===== src/rtl/dmem_arb_pkg.sv =====
// Shared types for the data-memory port arbiter: FSM states, grant IDs and
// the ACCESS wait-counter width.
package dmem_arb_pkg;

    typedef enum logic [1:0] {
        IDLE   = 2'd0,
        ACCESS = 2'd1,
        RESP   = 2'd2
    } arb_state_e;

    typedef enum logic {
        GNT_I = 1'b0,
        GNT_F = 1'b1
    } gnt_id_e;

    // Wide enough for the largest legal TIMEOUT (255).
    localparam int WAIT_CNT_W = 8;

endpackage


===== src/rtl/dmem_port_arbiter_if.sv =====
// Requester and memory-side signals of the data-memory port arbiter.
// slave = arbiter side, master = pipeline/memory environment side.
interface dmem_port_arbiter_if #(
    parameter int ADDR_W = 32,
    parameter int DATA_W = 32
);
    logic              req_i;
    logic              we_i;
    logic [ADDR_W-1:0] addr_i;
    logic [DATA_W-1:0] wdata_i;
    logic              ack_i;
    logic              stall_i;

    logic              req_f;
    logic              we_f;
    logic [ADDR_W-1:0] addr_f;
    logic [DATA_W-1:0] wdata_f;
    logic              ack_f;
    logic              stall_f;

    logic [DATA_W-1:0] rdata;
    logic              resp_err;

    logic              mem_en;
    logic              mem_we;
    logic [ADDR_W-1:0] mem_addr;
    logic [DATA_W-1:0] mem_wdata;
    logic [DATA_W-1:0] mem_rdata;
    logic              mem_ready;

    modport slave (
        input  req_i, we_i, addr_i, wdata_i,
        input  req_f, we_f, addr_f, wdata_f,
        input  mem_rdata, mem_ready,
        output ack_i, stall_i, ack_f, stall_f,
        output rdata, resp_err,
        output mem_en, mem_we, mem_addr, mem_wdata
    );

    modport master (
        output req_i, we_i, addr_i, wdata_i,
        output req_f, we_f, addr_f, wdata_f,
        output mem_rdata, mem_ready,
        input  ack_i, stall_i, ack_f, stall_f,
        input  rdata, resp_err,
        input  mem_en, mem_we, mem_addr, mem_wdata
    );
endinterface


===== src/rtl/dmem_port_arbiter_rr_arb2.sv =====
// Two-way round-robin pick between the integer and FP requesters; the
// requester being acked this cycle is masked out so its held req is ignored.
module rr_arb2
    import dmem_arb_pkg::*;
(
    input  logic       req_i,
    input  logic       req_f,
    input  gnt_id_e    last_grant,
    input  logic [1:0] mask,
    output logic       gnt_vld,
    output gnt_id_e    gnt_id
);

    logic elig_i;
    logic elig_f;

    assign elig_i = req_i & ~mask[0];
    assign elig_f = req_f & ~mask[1];

    always_comb begin
        gnt_vld = elig_i | elig_f;
        gnt_id  = GNT_I;
        if (elig_i && elig_f) begin
            gnt_id = (last_grant == GNT_I) ? GNT_F : GNT_I;
        end else if (elig_f) begin
            gnt_id = GNT_F;
        end
    end

endmodule


===== src/rtl/dmem_port_arbiter.sv =====
// Shares the data-memory port between integer and FP MEM stages.
// Optional DMEM_ARB_PERF_EN adds saturating conflict/timeout counters.
//
// state  | meaning
// IDLE   | port free, waiting for a request
// ACCESS | mem_en high, waiting for mem_ready or timeout
// RESP   | one-cycle ack to the granted requester; may grant the other
module dmem_port_arbiter
    import dmem_arb_pkg::*;
#(
    parameter int ADDR_W  = 32,
    parameter int DATA_W  = 32,
    parameter int TIMEOUT = 15
) (
    input  logic                clk,
    input  logic                rst,
    dmem_port_arbiter_if.slave  bus
`ifdef DMEM_ARB_PERF_EN
    ,
    output logic [15:0]         conflict_cnt,
    output logic [15:0]         timeout_cnt
`endif
);

    localparam logic [WAIT_CNT_W-1:0] TMO_LAST = WAIT_CNT_W'(TIMEOUT - 1);

    arb_state_e              state_q, state_d;
    gnt_id_e                 gnt_q, gnt_d;
    gnt_id_e                 last_q, last_d;
    logic                    we_q, we_d;
    logic [ADDR_W-3:0]       waddr_q, waddr_d;
    logic [DATA_W-1:0]       wdata_q, wdata_d;
    logic [DATA_W-1:0]       rdata_q, rdata_d;
    logic                    err_q, err_d;
    logic [WAIT_CNT_W-1:0]   cnt_q, cnt_d;

    logic                    arb_vld;
    gnt_id_e                 arb_id;
    logic [1:0]              mask;
    logic                    sel_we;
    logic [ADDR_W-1:0]       sel_addr;
    logic [DATA_W-1:0]       sel_wdata;

    assign mask = (state_q != RESP) ? 2'b00 :
                  (gnt_q == GNT_I)  ? 2'b01 : 2'b10;

    rr_arb2 u_rr_arb2 (
        .req_i      (bus.req_i),
        .req_f      (bus.req_f),
        .last_grant (last_q),
        .mask       (mask),
        .gnt_vld    (arb_vld),
        .gnt_id     (arb_id)
    );

    assign sel_we    = (arb_id == GNT_F) ? bus.we_f    : bus.we_i;
    assign sel_addr  = (arb_id == GNT_F) ? bus.addr_f  : bus.addr_i;
    assign sel_wdata = (arb_id == GNT_F) ? bus.wdata_f : bus.wdata_i;

    always_ff @(posedge clk or negedge rst) begin
        if (!rst) begin
            state_q <= IDLE;
            gnt_q   <= GNT_I;
            last_q  <= GNT_F;
            we_q    <= 1'b0;
            waddr_q <= '0;
            wdata_q <= '0;
            rdata_q <= '0;
            err_q   <= 1'b0;
            cnt_q   <= '0;
        end else begin
            state_q <= state_d;
            gnt_q   <= gnt_d;
            last_q  <= last_d;
            we_q    <= we_d;
            waddr_q <= waddr_d;
            wdata_q <= wdata_d;
            rdata_q <= rdata_d;
            err_q   <= err_d;
            cnt_q   <= cnt_d;
        end
    end

    always_comb begin
        state_d = state_q;
        gnt_d   = gnt_q;
        last_d  = last_q;
        we_d    = we_q;
        waddr_d = waddr_q;
        wdata_d = wdata_q;
        rdata_d = rdata_q;
        err_d   = err_q;
        cnt_d   = cnt_q;

        case (state_q)
            ACCESS: begin
                if (bus.mem_ready) begin
                    rdata_d = we_q ? '0 : bus.mem_rdata;
                    err_d   = 1'b0;
                    state_d = RESP;
                end else if (cnt_q == TMO_LAST) begin
                    rdata_d = '0;
                    err_d   = 1'b1;
                    state_d = RESP;
                end else begin
                    cnt_d = cnt_q + 1'b1;
                end
            end
            default: begin
                // IDLE and RESP share the grant path so RESP can hand the
                // port straight to the other requester.
                state_d = IDLE;
                if (arb_vld) begin
                    gnt_d   = arb_id;
                    last_d  = arb_id;
                    we_d    = sel_we;
                    waddr_d = sel_addr[ADDR_W-1:2];
                    wdata_d = sel_wdata;
                    cnt_d   = '0;
                    if (sel_addr[1:0] != 2'b00) begin
                        rdata_d = '0;
                        err_d   = 1'b1;
                        state_d = RESP;
                    end else begin
                        state_d = ACCESS;
                    end
                end
            end
        endcase
    end

    assign bus.mem_en    = (state_q == ACCESS);
    assign bus.mem_we    = (state_q == ACCESS) & we_q;
    assign bus.mem_addr  = {waddr_q, 2'b00};
    assign bus.mem_wdata = wdata_q;
    assign bus.ack_i     = (state_q == RESP) & (gnt_q == GNT_I);
    assign bus.ack_f     = (state_q == RESP) & (gnt_q == GNT_F);
    assign bus.stall_i   = bus.req_i & ~bus.ack_i;
    assign bus.stall_f   = bus.req_f & ~bus.ack_f;
    assign bus.rdata     = rdata_q;
    assign bus.resp_err  = err_q;

`ifdef DMEM_ARB_PERF_EN
    logic timeout_hit;
    logic conflict_hit;

    assign timeout_hit  = (state_q == ACCESS) & ~bus.mem_ready & (cnt_q == TMO_LAST);
    assign conflict_hit = bus.req_i & bus.req_f & (bus.stall_i | bus.stall_f);

    always_ff @(posedge clk or negedge rst) begin
        if (!rst) begin
            conflict_cnt <= '0;
            timeout_cnt  <= '0;
        end else begin
            if (conflict_hit && !(&conflict_cnt)) begin
                conflict_cnt <= conflict_cnt + 1'b1;
            end
            if (timeout_hit && !(&timeout_cnt)) begin
                timeout_cnt <= timeout_cnt + 1'b1;
            end
        end
    end
`endif

endmodule


===== src/flat_wrapper.sv =====
// flat-port wrapper written by rule: the top's interface ports become plain ports
module dmem_port_arbiter_flat import dmem_arb_pkg::*;
#(
    parameter int ADDR_W  = 32,
    parameter int DATA_W  = 32,
    parameter int TIMEOUT = 15
)
  (clk, rst, bus_req_i, bus_we_i, bus_addr_i, bus_wdata_i, bus_req_f, bus_we_f, bus_addr_f, bus_wdata_f, bus_mem_rdata, bus_mem_ready, bus_ack_i, bus_stall_i, bus_ack_f, bus_stall_f, bus_rdata, bus_resp_err, bus_mem_en, bus_mem_we, bus_mem_addr, bus_mem_wdata);
  dmem_port_arbiter_if #(.ADDR_W(ADDR_W), .DATA_W(DATA_W)) bus_i ();
  input  logic clk;
  input  logic rst;
  input wire logic [$bits(bus_i.req_i)-1:0] bus_req_i;
  input wire logic [$bits(bus_i.we_i)-1:0] bus_we_i;
  input wire logic [$bits(bus_i.addr_i)-1:0] bus_addr_i;
  input wire logic [$bits(bus_i.wdata_i)-1:0] bus_wdata_i;
  input wire logic [$bits(bus_i.req_f)-1:0] bus_req_f;
  input wire logic [$bits(bus_i.we_f)-1:0] bus_we_f;
  input wire logic [$bits(bus_i.addr_f)-1:0] bus_addr_f;
  input wire logic [$bits(bus_i.wdata_f)-1:0] bus_wdata_f;
  input wire logic [$bits(bus_i.mem_rdata)-1:0] bus_mem_rdata;
  input wire logic [$bits(bus_i.mem_ready)-1:0] bus_mem_ready;
  output wire logic [$bits(bus_i.ack_i)-1:0] bus_ack_i;
  output wire logic [$bits(bus_i.stall_i)-1:0] bus_stall_i;
  output wire logic [$bits(bus_i.ack_f)-1:0] bus_ack_f;
  output wire logic [$bits(bus_i.stall_f)-1:0] bus_stall_f;
  output wire logic [$bits(bus_i.rdata)-1:0] bus_rdata;
  output wire logic [$bits(bus_i.resp_err)-1:0] bus_resp_err;
  output wire logic [$bits(bus_i.mem_en)-1:0] bus_mem_en;
  output wire logic [$bits(bus_i.mem_we)-1:0] bus_mem_we;
  output wire logic [$bits(bus_i.mem_addr)-1:0] bus_mem_addr;
  output wire logic [$bits(bus_i.mem_wdata)-1:0] bus_mem_wdata;
  assign bus_i.req_i = bus_req_i;
  assign bus_i.we_i = bus_we_i;
  assign bus_i.addr_i = bus_addr_i;
  assign bus_i.wdata_i = bus_wdata_i;
  assign bus_i.req_f = bus_req_f;
  assign bus_i.we_f = bus_we_f;
  assign bus_i.addr_f = bus_addr_f;
  assign bus_i.wdata_f = bus_wdata_f;
  assign bus_i.mem_rdata = bus_mem_rdata;
  assign bus_i.mem_ready = bus_mem_ready;
  assign bus_ack_i = bus_i.ack_i;
  assign bus_stall_i = bus_i.stall_i;
  assign bus_ack_f = bus_i.ack_f;
  assign bus_stall_f = bus_i.stall_f;
  assign bus_rdata = bus_i.rdata;
  assign bus_resp_err = bus_i.resp_err;
  assign bus_mem_en = bus_i.mem_en;
  assign bus_mem_we = bus_i.mem_we;
  assign bus_mem_addr = bus_i.mem_addr;
  assign bus_mem_wdata = bus_i.mem_wdata;
  dmem_port_arbiter #(.ADDR_W(ADDR_W), .DATA_W(DATA_W), .TIMEOUT(TIMEOUT)) u_core (.clk(clk), .rst(rst), .bus(bus_i));
endmodule

===== config.mk =====
export PLATFORM = sky130hd
export DESIGN_NAME = dmem_port_arbiter_flat
export DESIGN_NICKNAME = d
export VERILOG_FILES = /design/src/rtl/dmem_arb_pkg.sv /design/src/rtl/dmem_port_arbiter_if.sv /design/src/rtl/dmem_port_arbiter_rr_arb2.sv /design/src/rtl/dmem_port_arbiter.sv /design/src/flat_wrapper.sv
export SDC_FILE = /design/constraint.sdc
export NUM_CORES = 1
export LEC_CHECK = 0
export ABC_AREA = 1
export ABC_CLOCK_PERIOD_IN_PS = 3400
export CAP_MARGIN = 20
export CORE_ASPECT_RATIO = 0.75
export CORE_MARGIN = 5
export CORE_UTILIZATION = 30
export CTS_CLUSTER_SIZE = 20
export DETAILED_ROUTE_END_ITERATION = 8
export RECOVER_POWER = 100
export SLEW_MARGIN = 20
export SYNTH_ARGS = -nofsm -noshare
export SYNTH_HDL_FRONTEND = slang
export SYNTH_SLANG_ARGS = --single-unit

===== constraint.sdc =====
create_clock -name clk -period 3.4 [get_ports clk]
set_input_delay 0.34 -clock clk [delete_from_list [all_inputs] [get_ports clk]]
set_output_delay 0.34 -clock clk [all_outputs]
set_load 0.01 [all_outputs]

==> out/metrics.yaml, run 1 <==
path_class: "reg -> reg"
vdd_ir_drop_max_mv: 0.332
synth.avg_cell_area_um2: 8.43
r2r_cells: 8
ios: 270
drc: 0
grt_usage_pct: 18.0
grt_pass1_vias: 5298
synth-edff-count: 0
rsz0062_at_grt: "false"
skew_ns: 0.00781
r2r_slack_ns: 0.70
drv_cap: 0
muxShareOfSynthArea_pct: 0
post-synth-top-count-cell: "nand2_1"
syn-cell-area_mm2: 0.00497
postCtsHoldBufs: 0
fill_cells: 1528
ys_async_sr_fraction_pct: 100
ant_nets: 0
post-route-period-util_pct: 79.3
drtIter0Drc: 232
final_nets: 1005
cp_cell_sequence: "inv_1 -> nand3_1 -> nand2_1 -> nand2_2 -> nand2_1 -> clkbuf_2 -> a21oi_1 -> a21oi_1"
path_delay_family: "simple AND/OR/NAND/NOR gates"
p_leak_nw: 3.62
r2r_end: "u_core.waddr_q[2]$_DFFE_PN0P_"
initial_core_util_pct: 30.8
final_cell_area_mm2: 0.00801
wl_um: 17900
syn_to_final_growth_pct: 61.1
cts_resized: 0
yosys.area_share.simple_pct: 23.7
insertion_delay_ns: 0.35
synth-seq-cells: 108
power_density_mw_per_mm2: 713
reg2reg_from: "u_core.state_q[0]$_DFFE_PN0N_"
fmax_mhz: 371
critPathArrivalTime_ns: 2.97
finalHoldViolations: 0
ys_seq_area_share_pct: 54.4
report.final.slew_viol_count: 0
fin_cells: 1052
drive_gt1_share_pct: 4.40
cpPeakStageDelay_ns: 0.99
antenna_found_initial: 1
root_buffer: "clkbuf_16"
dpl_cell_area_mm2: 0.00770
synth_flop_cell: "dfrtp_1"
finalCriticalPeriod_ns: 2.70
worst_setup_path_end_kind: "flop"
clk_path_buf_depth: 2
core-area_mm2: 0.0162
whs_ns: 0.00724
placed_cells: 1035
die-area_mm2: 0.0193
dieHeight_um: 121
io_buffers: 267
crit_slowest_cell: "nand2_1"
cp_max_fo: 33
cts_tree: "done"
clkTransAtPathRegs_ns: 0.07
synth_compound_area_share_pct: 13.9
grt_pass1_wl_um: 27200
rows: 40
grt_start_max_net_pins: 65
crit_buf_inv: 2
cts_inserted_buffers: 9
synth_cells: 590
wire_per_inst_um: 17.0
synth_top_family_by_area: "simple AND/OR/NAND/NOR gates"
ys_top_cells_by_count: "nand2_1, a21oi_1, dfrtp_1"
status: "complete, no violations"
slew_headroom_pct: 0.844
cts.sinks: 108
synth-xor-area-share_pct: 0.352
min_path_type: "in -> async"
synth.area.top_cells: "dfrtp_1, a21oi_1, nand2_1, nor2_1, nand3_1"
grt_overflow_total: 0
setup_viol: 0
dp_hpwl_um: 12800
routed_via_density: 4.77
yosysTopAreaCell: "dfrtp_1"
synthAdderAreaFrac_pct: 0.503
drt_first_pass_iters: 4
startpoint_type: "flop"
ctsHtreeMaxLevel: 3
die_w_um: 159
cts_setup_buffers: 0
synth_cell_types: 27
via_count: 5016
yosysWarnings: 0
worst_pin_slew_ns: 1.49
gp_congestion: 0.876
required_ns: 3.68
synth_top_cell_area_share_pct: 53.9
finalSetupTns_ns: 0
==> metrics by stage <==
stage	setup WS [ns]	utilization [%]	power, mW
3_5_place_dp	0.800	47.6	4.77
3_3_place_gp	0.932	47.6	4.72
6_report	0.702	49.6	5.71
4_1_cts	1.03	49.7	5.98
5_1_grt	0.442	49.6	6.11
2_1_floorplan	1.90	-	3.35
==> layout make-up <==
class / instances / area (um2) / area share, %
repair buffers: 274 / 2720 / 33.9
flip-flops and latches: 108 / 2700 / 33.8
multi-input cells: 423 / 1910 / 23.9
well taps: 210 / 263 / 3.28
clock buffers: 10 / 239 / 2.98
clock inverters: 6 / 95.1 / 1.19
inverters: 20 / 76.3 / 0.953
diodes: 1 / 2.50 / 0.0312
==> registers in the layout, summed over array words and instances (netlist names) <==
signal / cells
u_core.last_q: 1
u_core.gnt_q: 1
u_core.cnt_q: 8
u_core.we_q: 1
u_core.bus.resp_err: 1
u_core.bus.mem_wdata: 32
u_core.waddr_q: 30
u_core.state_q: 2
u_core.bus.rdata: 32
==> cell families (layout without fill, tap and decap cells) <==
kind of cell               Yosys count  after routing
DFF                                108            108
xor gates and xnor gates             2              2
and+or+nand+nor                    282            282
other                                1              3
AOI/OAI and AO/OA                  135            135
buffers and inverters               60            310
adders and majority gates            2              2
==> power by group <==
| part | total (mW) | internal, mW | switching (mW) |
|---|---|---|---|
| clock network | 1.18 | 0.675 | 0.506 |
| registers | 1.98 | 1.74 | 0.242 |
| logic | 2.54 | 1.14 | 1.41 |
| total | 5.71 | 3.55 | 2.16 |
==> layout by cell type (no fill, tap or decap), types with 3 or more instances in the layout <==
cell type        Yosys  final
nand4_1              5      5
dfrtp_1            107    107
dlygate4sd3_1        0     99
nand2_1            150    152
a21oi_1            125    125
buf_4               19      6
nor2_1              72     72
nand2_2              6      4
nand3_1             45     45
clkbuf_16            0      9
inv_1               14     16
clkdlybuf4s50_1      0    167
o21ai_0              1      5
inv_2                5      3
==> worst reg2reg max path, stage by stage (launching register included) <==
cell	delay (ns)
dfrtp_1	0.36
inv_1	0.08
nand3_1	0.13
nand2_1	0.13
nand2_2	0.09
nand2_1	0.99
clkbuf_2	0.57
a21oi_1	0.12
a21oi_1	0.14
==> how the worst max path moves through the flow <==
stage	start	to	slack, ns	cells past startpoint
floorplan	u_core.cnt_q[0]$_DFFE_PN0P_	u_core.bus.rdata[22]$_DFFE_PN0P_	1.90	8
global placement	bus_req_i	u_core.we_q$_DFFE_PN0P_	0.93	6
detailed placement	bus_req_i	u_core.we_q$_DFFE_PN0P_	0.80	6
CTS	u_core.state_q[0]$_DFFE_PN0N_	u_core.we_q$_DFFE_PN0P_	1.03	8
global route	u_core.gnt_q$_DFFE_PN0P_	u_core.waddr_q[2]$_DFFE_PN0P_	0.44	8
finish	u_core.state_q[0]$_DFFE_PN0N_	u_core.waddr_q[2]$_DFFE_PN0P_	0.70	8
==> per-layer routing <==
layer | global-route usage, % | vias to the layer above | share of wire (%)
met5 | 0 | - | 0
met4 | 5.54 | 0 | 1.7
met3 | 7.06 | 19 | 11
met2 | 29.6 | 197 | 46
met1 | 21.7 | 2371 | 41
li1 | - | 2429 | -
Power figures use the tool's default switching activity.
==> run 2: changes to the inputs <==
--- a/config.mk
+++ b/config.mk
@@ -6,13 +6,14 @@
 export NUM_CORES = 1
 export LEC_CHECK = 0
 export ABC_AREA = 1
-export ABC_CLOCK_PERIOD_IN_PS = 3400
+export ABC_CLOCK_PERIOD_IN_PS = 2300
 export CAP_MARGIN = 20
 export CORE_ASPECT_RATIO = 0.75
 export CORE_MARGIN = 5
 export CORE_UTILIZATION = 30
 export CTS_CLUSTER_SIZE = 20
 export DETAILED_ROUTE_END_ITERATION = 8
+export PLACE_DENSITY = 0.67
 export RECOVER_POWER = 100
 export SLEW_MARGIN = 20
 export SYNTH_ARGS = -nofsm -noshare
==> constraint.sdc (replaced) <==
create_clock -name clk -period 2.3 [get_ports clk]
set_input_delay 0.23 -clock clk [delete_from_list [all_inputs] [get_ports clk]]
set_output_delay 0.23 -clock clk [all_outputs]
set_load 0.01 [all_outputs]
==> run 2 against run 1 <==
  * Non-clock buffer count up 3
  * Utilization is 0.33 points higher
  * Setup slack worse by 0.49 ns
  * Critical path depth shrank 5
  * Clock skew rose by 0.0045 ns
  * Global-route usage down 0.73 points
  * Die area did not move
  * Combinational power grew 50%
  * Critical path type is now reg -> out
  * Via count fell by 0.46%
  * Final cell count up 0.19%
  * Final area up 0.66%
==> out/metrics.yaml, run 2 (synthesis gave the netlist of run 1 again) <==
status: "complete, no violations"
insertion_delay_ns: 0.35  # about the same
worst_pin_slew_ns: 0.978  # -0.509 ns
grt_util_met2_pct: 26.1  # -3.5 points
cts.sinks: 108  # unchanged
wire_per_inst_um: 16.5  # -2.7%
ant_nets: 0  # unchanged
dp_slack_ns: 0.259  # -0.541 ns
drtIter0Drc: 350  # +51%
required_ns: 2.07  # -1.61 ns
die_w_um: 159  # unchanged
final_nets: 1008  # +0.30%
grt_pass1_vias: 4851  # -8.4%
antenna_found_initial: 1  # unchanged
drv_cap: 0  # unchanged
drc: 0  # unchanged
finalHoldViolations: 0  # unchanged
busiest_layer: "met2"
cts_tree: "done"
wl_um: 17400  # -2.5%
grtUsageMet3_pct: 8.06  # +1.0 points
root_buffer: "clkbuf_16"
num_antenna_cells: 0  # -1
path_class: "reg -> out"
ios: 270  # unchanged
final_cell_mix: "clkdlybuf4s50_1, nand2_1, a21oi_1, dfrtp_1, dlygate4sd3_1"
io_buffers: 267  # unchanged
slew_headroom_pct: 34.8  # +34 points
gp_congestion: 0.808  # -7.8%
setup_viol: 0  # unchanged
grt_pass1_wl_um: 26300  # -3.6%
skew_ns: 0.0123  # +0.00449 ns
clkTransAtPathRegs_ns: 0.08  # about the same
fmax_mhz: 478
startpoint_type: "flop"
vdd_ir_drop_max_mv: 0.561  # +69%
finalCriticalPeriod_ns: 2.09
final_common_cell: "clkdlybuf4s50_1"
routed_via_density: 4.74  # -0.65%
grt_overflow_total: 0  # unchanged
post-route-period-util_pct: 90.9
clk_path_buf_depth: 2  # unchanged
initial_core_util_pct: 30.8  # unchanged
worst_slack_ns: 0.210  # -0.492 ns
dieHeight_um: 121  # unchanged
use_met1_pct: 22.6  # +0.92 points
ctsHtreeMaxLevel: 3  # unchanged
critPathArrivalTime_ns: 1.86  # -1.11 ns
grt_start_max_net_pins: 62  # -4.6%
via_count: 4993  # -0.46%
min_path_type: "in -> reg"
power_density_mw_per_mm2: 1030  # +45%
worst_setup_path_end_kind: "primary output"
cts_inserted_buffers: 9  # unchanged
cp_max_fo: 7  # -79%
die-area_mm2: 0.0193  # unchanged
report.final.slew_viol_count: 0  # unchanged
rows: 40  # unchanged
core-area_mm2: 0.0162  # unchanged
dp_hpwl_um: 12600  # -1.9%
finalSetupTns_ns: 0  # unchanged
p_leak_nw: 3.64  # +0.62%
rsz0062_at_grt: "false"
drive_gt1_share_pct: 4.86  # +0.46 points
drt_first_pass_iters: 4  # unchanged
syn_to_final_growth_pct: 62.2
grt_usage_pct: 17.3  # -0.73 points
run 2: cell types whose count changed in the layout (fill, tap and decap cells not counted), moves of 2 or more:
cell / previous run / this run
buf_4: 6 / 1
o21ai_1: 1 / 3
buf_12: 0 / 5
o21ai_0: 5 / 3
clkinv_4: 2 / 0
dlygate4sd3_1: 99 / 101
run 2: repair_timing:
item,4_1_cts,5_1_grt
setup endpoints to repair,0,0
hold endpoints to repair,34,0
setup buffers,0,0
gates resized for setup,0,0
hold buffers,1,0
run 2: critical path, stage by stage (launching register included):
cell and delay [ns]:
dfrtp_1 0.39, or2_1 0.36, inv_2 0.20, clkdlybuf4s50_1 0.57
run 2: cell type report:
cell class                 instances  area (um2)
clock inverter                     7        80.1
timing repair buffer             277        2810
fill                            1536        8100
tap                              210         263
multi-input combinational        423        1910
sequential                       108        2700
inverter                          20        76.3
clock buffer                       9         225
run 2: path summary, 6_finish.rpt:
kind	from	end	slack, ns	cells past startpoint
worst max-delay path	u_core.state_q[1]$_DFFE_PN0N_	bus_mem_en	0.21	3
worst min-delay path	bus_mem_rdata[6]	u_core.bus.rdata[6]$_DFFE_PN0P_	0.41	3
worst max register to register	u_core.cnt_q[0]$_DFFE_PN0P_	u_core.bus.rdata[20]$_DFFE_PN0P_	0.27	7
worst min register to register	u_core.last_q$_DFFE_PN1P_	u_core.last_q$_DFFE_PN1P_	0.48	2
max in group asynchronous	rst	u_core.waddr_q[8]$_DFFE_PN0P_	0.63	3
min in group asynchronous	rst	u_core.bus.rdata[12]$_DFFE_PN0P_	0.56	2
run 2: where the power goes:
group | internal, mW | total (mW) | switching (mW)
combinational | 1.71 | 3.81 | 2.10
clock | 0.864 | 1.63 | 0.766
sequential | 2.57 | 2.90 | 0.331
total | 5.14 | 8.34 | 3.19
run 2: metrics by stage:
| step | hold slack (ns) | util (%) | instance area (um2) | cells | power [mW] |
|---|---|---|---|---|---|
| global route | 0.398 | 49.9 | 8060 | 1054 | 8.97 |
| detailed placement | 0.235 | 48.1 | 7780 | 1037 | 7.11 |
| global placement | 0.234 | 48.1 | 7780 | 1037 | 7.07 |
| finish | 0.408 | 49.9 | 8060 | 1054 | 8.34 |
| CTS | 0.391 | 50.1 | 8090 | 1054 | 8.79 |
| floorplan | -0.0656 | - | 4980 | 591 | 4.95 |
run 2: metal layers:
layer / wire length, um / vias up
met3: 2290 / 19
met1: 7110 / 2328
met2: 7770 / 211
li1: - / 2433
met5: 13 / -
met4: 233 / 2
==> run 3: changes to the inputs <==
--- a/config.mk
+++ b/config.mk
@@ -7,12 +7,14 @@
 export LEC_CHECK = 0
 export ABC_AREA = 1
 export ABC_CLOCK_PERIOD_IN_PS = 2300
-export CAP_MARGIN = 20
+export CAP_MARGIN = 15
 export CORE_ASPECT_RATIO = 0.75
 export CORE_MARGIN = 5
 export CORE_UTILIZATION = 30
+export CTS_BUF_LIST = sky130_fd_sc_hd__clkbuf_16
 export CTS_CLUSTER_SIZE = 20
 export DETAILED_ROUTE_END_ITERATION = 8
+export GPL_ROUTABILITY_DRIVEN = 0
 export PLACE_DENSITY = 0.67
 export RECOVER_POWER = 100
 export SLEW_MARGIN = 20
==> results of run 3 <==
The final DEF is identical to that of run 2; final timing and power are the same.
